**src/rtl/clock_factor_meter.sv**
```systemverilog
// clock_factor_meter: measures the period of an asynchronous square wave in ClkIn cycles.
// Defining DUTY_MEASURE_EN adds HighTime, the high-phase length latched with each Factor.
module clock_factor_meter #(
    parameter int WIDTH = 32,
    parameter int SYNC_STAGES = 2
) (
    input  logic             ClkIn,
    input  logic             reset,
    input  logic             Enable,
    input  logic             SigIn,
`ifdef DUTY_MEASURE_EN
    output logic [WIDTH-1:0] HighTime,
`endif
    output logic [WIDTH-1:0] Factor,
    output logic             Valid,
    output logic             Locked,
    output logic             Timeout
);
    typedef enum logic [1:0] {IDLE, ARM, MEASURE} state_t;
    localparam logic [WIDTH-1:0] ALL_ONES = '1;
    state_t state, state_next;
    logic [SYNC_STAGES-1:0] sync;
    logic [WIDTH-1:0] count;
    logic hist, rise, primed, take, expire, same_high;
    assign rise = sync[SYNC_STAGES-1] & ~hist;
    always_comb begin
        state_next = state;
        take = 1'b0;
        expire = 1'b0;
        if (!Enable) state_next = IDLE;
        else case (state)
            IDLE: state_next = ARM;
            ARM: state_next = rise ? MEASURE : ARM;
            default: begin
                take = rise;
                expire = !rise && count == ALL_ONES;
                state_next = expire ? ARM : MEASURE;
            end
        endcase
    end
    always_ff @(posedge ClkIn or negedge reset) begin
        if (!reset) begin
            state <= IDLE;
            sync <= '0;
            hist <= 1'b0;
            count <= '0;
            primed <= 1'b0;
            Factor <= '0;
            Valid <= 1'b0;
            Locked <= 1'b0;
            Timeout <= 1'b0;
        end else begin
            state <= state_next;
            sync <= {sync[SYNC_STAGES-2:0], SigIn};
            hist <= sync[SYNC_STAGES-1];
            Valid <= take;
            // primed marks that a Valid has already been produced since the last ARM
            primed <= state_next == MEASURE && (primed || take);
            if (rise && state_next == MEASURE) count <= WIDTH'(1);
            else if (count != ALL_ONES) count <= count + WIDTH'(1);
            if (take) begin
                Factor <= count;
                Locked <= primed && count == Factor && same_high;
                Timeout <= 1'b0;
            end else begin
                if (state_next != MEASURE) Locked <= 1'b0;
                if (expire) Timeout <= 1'b1;
            end
        end
    end
`ifdef DUTY_MEASURE_EN
    logic [WIDTH-1:0] high_cnt;
    assign same_high = high_cnt == HighTime;
    always_ff @(posedge ClkIn or negedge reset) begin
        if (!reset) begin
            high_cnt <= '0;
            HighTime <= '0;
        end else begin
            if (rise) high_cnt <= WIDTH'(1);
            else if (sync[SYNC_STAGES-1] && high_cnt != ALL_ONES) high_cnt <= high_cnt + WIDTH'(1);
            if (take) HighTime <= high_cnt;
        end
    end
`else
    assign same_high = 1'b1;
`endif
endmodule

```
**config.mk**
```make
export PLATFORM = sky130hd
export DESIGN_NAME = clock_factor_meter
export DESIGN_NICKNAME = d
export VERILOG_FILES = /design/src/rtl/clock_factor_meter.sv
export SDC_FILE = /design/constraint.sdc
export NUM_CORES = 1
export LEC_CHECK = 0
export ABC_CLOCK_PERIOD_IN_PS = 2700
export CAP_MARGIN = 10
export CORE_MARGIN = 2
export CORE_UTILIZATION = 57
export CTS_BUF_LIST = sky130_fd_sc_hd__clkbuf_16
export DETAILED_ROUTE_END_ITERATION = 8
export PLACE_DENSITY = 0.89
export SETUP_SLACK_MARGIN = 0.15
export SYNTH_ARGS = -nofsm -noshare
export SYNTH_HDL_FRONTEND = slang
export SYNTH_SLANG_ARGS = --single-unit
```
**constraint.sdc**
```tcl
create_clock -name ClkIn -period 2.7 [get_ports ClkIn]
set_input_delay 0.675 -clock ClkIn [delete_from_list [all_inputs] [get_ports ClkIn]]
set_output_delay 0.675 -clock ClkIn [all_outputs]
set_load 0.05 [all_outputs]
```
After elaboration in Yosys (flattened, before gate mapping)
Index checks and enable logic that the tools add are counted.
{"block": "word_totals", "register_bits": 73, "latchBits": 0, "mem_bits_rw": 0, "romBits": 0, "out_inout_bits": 35, "mem_count": 0}
{"block": "op_classes", "add_sub_neg": 1, "n_mul": 0, "div_mod_pow": 0, "n_lt_le_gt_ge": 0, "eq_ne": 6, "shifts": 0, "muxes": 14, "bitwise": 2, "n_reduce_logical": 11}
{"cell": "$mux 32", "count": 2}
{"cell": "$add 32x1->32 const B", "count": 1}
{"cell": "$eq 32x32->1", "count": 1}
{"cell": "$eq 32x32->1 const B", "count": 1}
{"cell": "$ne 32x32->1 const B", "count": 1}
{"cell": "$mux 1", "count": 8}
{"cell": "$mux 2", "count": 3}
{"cell": "$reduce_bool 2->1", "count": 3}
{"cell": "$logic_and 1x1->1", "count": 4}
{"cell": "$pmux 2 s2", "count": 1}
{"cell": "$eq 2x1->1 const B", "count": 1}
{"cell": "$eq 2x2->1 const B", "count": 1}
{"cell": "$logic_not 2->1", "count": 1}
{"cell": "$ne 2x2->1 const B", "count": 1}
{"cell": "$reduce_or 2->1", "count": 1}
{"cell": "$and 1x1->1", "count": 1}
{"cell": "$logic_not 1->1", "count": 1}
{"cell": "$logic_or 1x1->1", "count": 1}
{"cell": "$not 1->1", "count": 1}

Depth between registers and ports, before layout
Gate-level depths: netlist of the first run.
{"block": "depth", "ltp_word": 10, "mapped_depth": 8}

Worst setup path before layout of the first run
OpenSTA, ideal clock, no wires.
{"block": "synth_timing", "kind": "register -> register", "start": "reg count[0]", "end": "reg count[3]", "setup_ps": 133, "t_arrival_ps": 1911, "required_time_ps": 2567, "path_slack_ps": 656, "stages_incl_launch_ff": 9, "n_path_buf": 2, "synth_period_minus_slack_ps": 2044, "path_cell_list": "dfrtp_1 ha_1 nand3_1 or2_2 o41ai_4 buf_6 buf_12 xor2_1 nor2_1"}
{"block": "synth_between", "elab_chain_len": 8, "elab_cells_between_ends": 12}
{"item": "start: declaration", "line": "23", "source": "logic [WIDTH-1:0] count;"}
{"item": "start signal: assignment", "line": "60", "source": "else if (count != ALL_ONES) count <= count + WIDTH'(1);"}
{"item": "$eq 32x32->1", "line": "36", "source": "expire = !rise && count == ALL_ONES;"}
{"item": "$logic_and 1x1->1", "line": "36"}
{"item": "$mux 2", "line": "37", "source": "state_next = expire ? ARM : MEASURE;"}
{"item": "$pmux 2 s2", "line": "31", "source": "else case (state)"}
{"item": "$mux 2", "line": "30", "source": "if (!Enable) state_next = IDLE;"}
{"item": "$eq 2x2->1", "line": "59", "source": "if (rise && state_next == MEASURE) count <= WIDTH'(1);"}
{"item": "$logic_and 1x1->1", "line": "59"}
{"item": "$mux 32 or $reduce_bool 2->1 (tied branches)"}
Parallel ways exist; a longest one is shown, timed or not. The select of a mux whose other input is x is not followed.
A chain may end at the register's enable or synchronous reset.

Worst setup path after layout of the first run
{"block": "layout_timing", "start": "in Enable", "end": "reg Locked"}
{"block": "layout_between", "elab_chain_len": 3, "elab_cells_between_ends": 5}
{"item": "start: declaration", "line": "9", "source": "input logic Enable,"}
{"item": "$mux 2", "line": "30"}
{"item": "$ne 2x2->1", "line": "66", "source": "if (state_next != MEASURE) Locked <= 1'b0;"}
{"item": "$reduce_bool 2->1 (no line)"}
{"item": "end signal: assignment", "line": "63", "source": "Locked <= primed && count == Factor && same_high;"}
{"item": "end: declaration", "line": "16", "source": "output logic Locked,"}
Parallel ways exist; a longest one is shown, timed or not.

==> results of run 1 <==
==> synth_stat cells (2+ instances only) <==
| cell type | instances | area share (%) |
|---|---|---|
| a21oi_1 | 10 | 1.3 |
| a21oi_2 | 7 | 1.6 |
| a31oi_1 | 4 | 0.67 |
| a41o_1 | 2 | 0.53 |
| and2_1 | 2 | 0.33 |
| and3_1 | 7 | 1.2 |
| and4_1 | 2 | 0.47 |
| buf_1 | 2 | 0.20 |
| buf_2 | 9 | 1.2 |
| buf_4 | 2 | 0.40 |
| clkbuf_1 | 11 | 1.1 |
| dfrtp_1 | 73 | 49 |
| inv_1 | 3 | 0.30 |
| mux2i_1 | 2 | 0.53 |
| nand2_1 | 108 | 11 |
| nand2b_1 | 2 | 0.33 |
| nand3_1 | 10 | 1.3 |
| nand3_2 | 2 | 0.53 |
| nand4_1 | 16 | 2.7 |
| nor2_1 | 18 | 1.8 |
| nor2b_1 | 2 | 0.33 |
| nor3_1 | 3 | 0.40 |
| nor4_1 | 8 | 1.3 |
| o21ai_0 | 8 | 1.1 |
| o21ai_1 | 4 | 0.53 |
| o311ai_0 | 3 | 0.70 |
| o31ai_1 | 7 | 1.4 |
| or2_2 | 2 | 0.33 |
| or3_1 | 7 | 1.2 |
| or3_4 | 2 | 0.60 |
| or4_1 | 8 | 1.6 |
| xnor2_1 | 20 | 4.7 |
| xor2_1 | 21 | 4.9 |
==> worst max-delay path by stage <==
stage                     from         end  slack, ns  cells after the start
floorplan             count[0]    count[3]       0.66                      8
global placement        Enable      Locked       0.26                      5
detailed placement      Enable      Locked       0.18                      5
CTS                 Factor[22]  Factor[22]       0.44                      1
global route          count[1]   count[11]       0.36                      7
finish                  Enable      Locked       0.42                      5
==> cell type report <==
class                   count  share of cell area, %
repair buffers             55                   11.6
clock inverters             7                   1.57
inverters                   3                  0.248
well taps                  77                   2.12
clock buffers               9                   4.96
flip-flops and latches     73                   40.3
multi-input cells         300                   39.2
==> stage by stage <==
step	instances	utilization, %
final	524	71.5
after global routing	524	71.5
after CTS	524	71.5
after detailed placement	508	66.8
after global placement	508	66.8
after floorplan	403	-
==> power groups by stage <==
stage          clock network [W]  registers [W]  logic (W)
3_3_place_gp                   0        0.00136   0.000707
4_1_cts                  0.00119        0.00135   0.000750
2_1_floorplan                  0        0.00148   0.000362
3_5_place_dp                   0        0.00137   0.000743
6_report                 0.00118        0.00136   0.000754
5_1_grt                  0.00123        0.00137   0.000801
==> kinds of logic (layout without fill, tap and decap cells) <==
logic type               after synthesis  count (layout)  share of synthesized area (%)
AND/OR/NAND/NOR                      202             202                           26.0
flip-flops                            73              73                           48.7
AO/OA/AOI/OAI                         54              54                           10.7
XOR/XNOR                              41              41                           9.57
buffers and inverters                 30              74                           4.17
multiplexers                           2               2                          0.533
adder cells (fa/ha/maj)                1               1                          0.333
==> sequential cells by signal (all words and copies together) (netlist names) <==
| register | flops |
|---|---|
| count | 32 |
| Timeout | 1 |
| hist | 1 |
| Locked | 1 |
| sync | 2 |
| state | 2 |
| Factor | 32 |
| Valid | 1 |
| primed | 1 |
==> metal layers <==
metal,share of wire (%),track usage [%],up-vias
met1,40,35.8,1691
met3,7.1,7.68,32
met2,50,47.4,155
li1,-,-,1472
met5,0,0,-
met4,3.2,12.8,0
==> results.cfg, run 1 <==
[floorplan]
start_util_pct = 59.1
die-area_sq_um = 7250
die_x_um = 85.2
core_sq_um = 6350
boundaryPins = 39
rows = 29
fp.dieH_um = 85.2

[worst_setup_path]
cp-end-kind = flop
r2r_cells = 6
crit_chain = clkdlybuf4s50_1 > nand3_1 > nor4_1 > nand4_1 > o21ai_0
worstPathMaxFanout = 8
arrival_ns = 2.53
critPathBufInv = 1
slowest_stage = clkdlybuf4s50_1
required_ns = 2.95
worstSetupStartpointType = input pin
reg2reg_from = count[25]
critPathKind = input pin to flop
reg2reg_to = count[11]
r2r_slack_ns = 0.48
max_stage_delay_ns = 0.61
crit_family = simple AND/OR/NAND/NOR gates

[cells_and_area]
nFillCells = 435
final_nets = 447
drive_gt1_share_pct = 12.1
mostFrequentLayoutCell = nand2_1
multi_input_area_sq_um = 1780
num_antenna_cells = 0
syn_to_final_growth_pct = 20.9
seq_area_sq_um = 1830
final_area_sq_um = 4540
layout_common_cells = nand2_1, dfrtp_1, clkdlybuf4s50_1, xor2_1, xnor2_1

[timing]
slew_violations = 0
setup_tns_ns = 0
finClkSkew_ns = 0.00540
fin_crit_ns = 2.28
hold_ws_ns = 0.357
setup_viol = 0
worst_pin_slew_ns = 0.602
period_share_pct = 84.6
max_freq_mhz = 438
finalHoldViolCount = 0
setup_slack_ns = 0.415
relSlewSlack_pct = 59.5
rsz0062_at_grt = false

[clock_tree]
clk_pin_slew_worst_paths_ns = 0.06
cts_inserted_buffers = 9
cts_setup_buffers = 0
clock-sinks = 73
htree_num_levels = 3
cts_root_buffer = clkbuf_16
cts_hold_buf = 0
worstSkewPairLatency_ns = 0.33
post_cts_resize_count = 0
cts.path.max_buffers = 2
tritoncts = yes

[yosys]
synth_cell_type_count = 49
ys_seq_elements = 73
synth_edf_count = 0
synthCells = 403
async_flop_share_pct = 100
syn_nets = 408
synth_area_per_cell_sq_um = 9.31
seq_area_frac_synth_pct = 48.7
yosys_warnings = 0
synth_top_flop_cell = dfrtp_1
syn_area_sq_um = 3750

[hold_path]
hp-class = input pin to async pin

[placed_design]
placed_area_sq_um = 4240
portBuffers = 38
place_hpwl_mm = 6.92
gp_congestion = 0.932
pre_cts_slack_ns = 0.177

[drt]
wl_mm = 9.83
first_iter_violations = 341
first_pass_iters = 5
wire_per_inst_um = 18.8
drtAntennaViolNets = 0
drc = 0
vias = 3350
avgViaCountPerCell = 6.39

[power]
p_total_w = 0.00329
p_clk_share_pct = 35.8
p_sw_share_pct = 33.2
p_seq_share_pct = 41.3
p_switching_w = 0.00109
combPwrFrac_pct = 22.9
leakagePower_nw = 2.06
intPower_w = 0.00219
pwr_density_cell_nw_per_um2 = 724
vdd_ir_drop_max_mv = 0.592

[grt]
grt_overflow = 0
grtUsageTotal_pct = 28.8
grt_pass1_vias = 3332
grt_pass1_wl_mm = 16.3
antenna_found_initial = 0
grt_max_degree = 74

[run_status]
status = finished, final reports clean

[job]
maxCapViolCount = 0
Power figures use the tool's default switching activity.
==> run 2, diff against run 1 <==
ABC_CLOCK_PERIOD_IN_PS = 2160   (was 2700)
clock period = 2.16 ns   (was 2.7 ns; I/O delays follow)
==> results.cfg, run 2 (synthesis gave the netlist of run 1 again) <==
[run_status]
status = finished, final reports clean

[drt]
vias = 3481
drc = 0
wl_mm = 10.7
wire_per_inst_um = 19.2
first_pass_iters = 5
first_iter_violations = 438
avgViaCountPerCell = 6.25
drtAntennaViolNets = 0

[cells_and_area]
drive_gt1_share_pct = 20.0
nFillCells = 417
final_core_util_pct = 75.9
layout_common_cells = nand2_1, dfrtp_1, buf_4, dlygate4sd2_1, xor2_1
syn_to_final_growth_pct = 28.5
mostFrequentLayoutCell = nand2_1
final_nets = 481
top_regs = Factor x32, count x32
num_antenna_cells = 0

[worst_setup_path]
crit_family = simple AND/OR/NAND/NOR gates
critPathBufInv = 0
arrival_ns = 2.30
crit_chain = nand4_1 > nor3_2 > nand3_1 > or4_1 > a21oi_1
required_ns = 2.42
slowest_stage = or4_1
max_stage_delay_ns = 0.55
worstPathMaxFanout = 5
worstSetupStartpointType = flop
critPathKind = flop to flop
cp-end-kind = flop

[power]
p_switching_w = 0.00139
vdd_ir_drop_max_mv = 0.731
intPower_w = 0.00267
pwr_density_cell_nw_per_um2 = 841
leakagePower_nw = 2.44
p_sw_share_pct = 34.2
combPwrFrac_pct = 27.0
p_clk_share_pct = 32.0
p_seq_share_pct = 41.0

[floorplan]
rows = 29
core_sq_um = 6350
die-area_sq_um = 7250
fp.dieH_um = 85.2
die_x_um = 85.2
boundaryPins = 39
start_util_pct = 59.1

[grt]
antenna_found_initial = 0
grt_max_degree = 74
grt_pass1_vias = 3205
grtUsageTotal_pct = 27.9
grt_pass1_wl_mm = 15.5
grt_overflow = 0

[clock_tree]
cts_inserted_buffers = 9
cts_hold_buf = 0
clk_pin_slew_worst_paths_ns = 0.06
tritoncts = yes
cts_root_buffer = clkbuf_16
worstSkewPairLatency_ns = 0.34
cts.path.max_buffers = 2
htree_num_levels = 3
clock-sinks = 73

[timing]
setup_viol = 0
relSlewSlack_pct = 61.0
setup_tns_ns = 0
finalHoldViolCount = 0
finClkSkew_ns = 0.00597
hold_ws_ns = 0.233
worst_pin_slew_ns = 0.584
period_share_pct = 94.4
slew_violations = 0
fin_crit_ns = 2.04
max_freq_mhz = 491
rsz0062_at_grt = true

[placed_design]
gp_congestion = 0.915
place_hpwl_mm = 6.58
portBuffers = 38

[job]
maxCapViolCount = 0

[hold_path]
hp-class = input pin to async pin
==> run 2: metrics by stage <==
step	total power (W)	area [sq um]	setup WS, ns	instances
floorplan	0.00231	3750	0.129	403
global placement	0.00263	4400	0.135	528
detailed placement	0.00267	4400	0.0619	528
CTS	0.00392	4640	0.152	543
global route	0.00419	4820	0.0644	557
finish	0.00406	4820	0.121	557
==> run 2: what timing repair did <==
action,in CTS,in global routing
buffers inserted,0,11
gates resized for setup,40,24
endpoints found under the setup margin,56,28
pin swaps,0,14
cloned,0,3
==> run 2: final cells by class <==
type / count / area (sq um) / share of cell area (%)
multi-input combinational: 300 / 1860 / 38.6
sequential: 73 / 1830 / 37.9
timing repair buffer: 89 / 771 / 16.0
clock buffer: 9 / 225 / 4.67
tap: 77 / 96.3 / 2.00
clock inverter: 6 / 27.5 / 0.571
inverter: 3 / 11.3 / 0.234
==> run 2: per-layer routing <==
metal  global-route usage, %  share of wire [%]  vias up
li1                        -                  -     1544
met1                    35.0                 39     1692
met2                    46.7                 49      197
met3                    7.30                7.8       48
met4                    9.96                3.6        0
met5                       0                  0        -
==> run 2: final timing paths <==
check,start,to,slack (ns),depth (start not counted)
max,count[10],count[27],0.12,5
min,reset,sync[1],0.23,2
max reg2reg,count[10],count[27],0.12,5
min reg2reg,sync[0],sync[1],0.35,0
max in group asynchronous,reset,count[1],1.62,2
min in group ClkIn,sync[0],sync[1],0.35,0
==> run 2: power groups by stage <==
stage               clock network [W]  registers [W]  logic [W]
detailed placement                  0        0.00166    0.00101
global route                  0.00136        0.00168    0.00115
global placement                    0        0.00165   0.000979
floorplan                           0        0.00185   0.000452
CTS                           0.00130        0.00164   0.000981
finish                        0.00130        0.00166    0.00109
==> run 2: worst reg2reg max path: cells and delay by family, from the launching register on <==
family	cells	cell delay (ns)
AO/OA/AOI/OAI	1	0.15
AND/OR/NAND/NOR	4	1.44
flip-flops	1	0.39
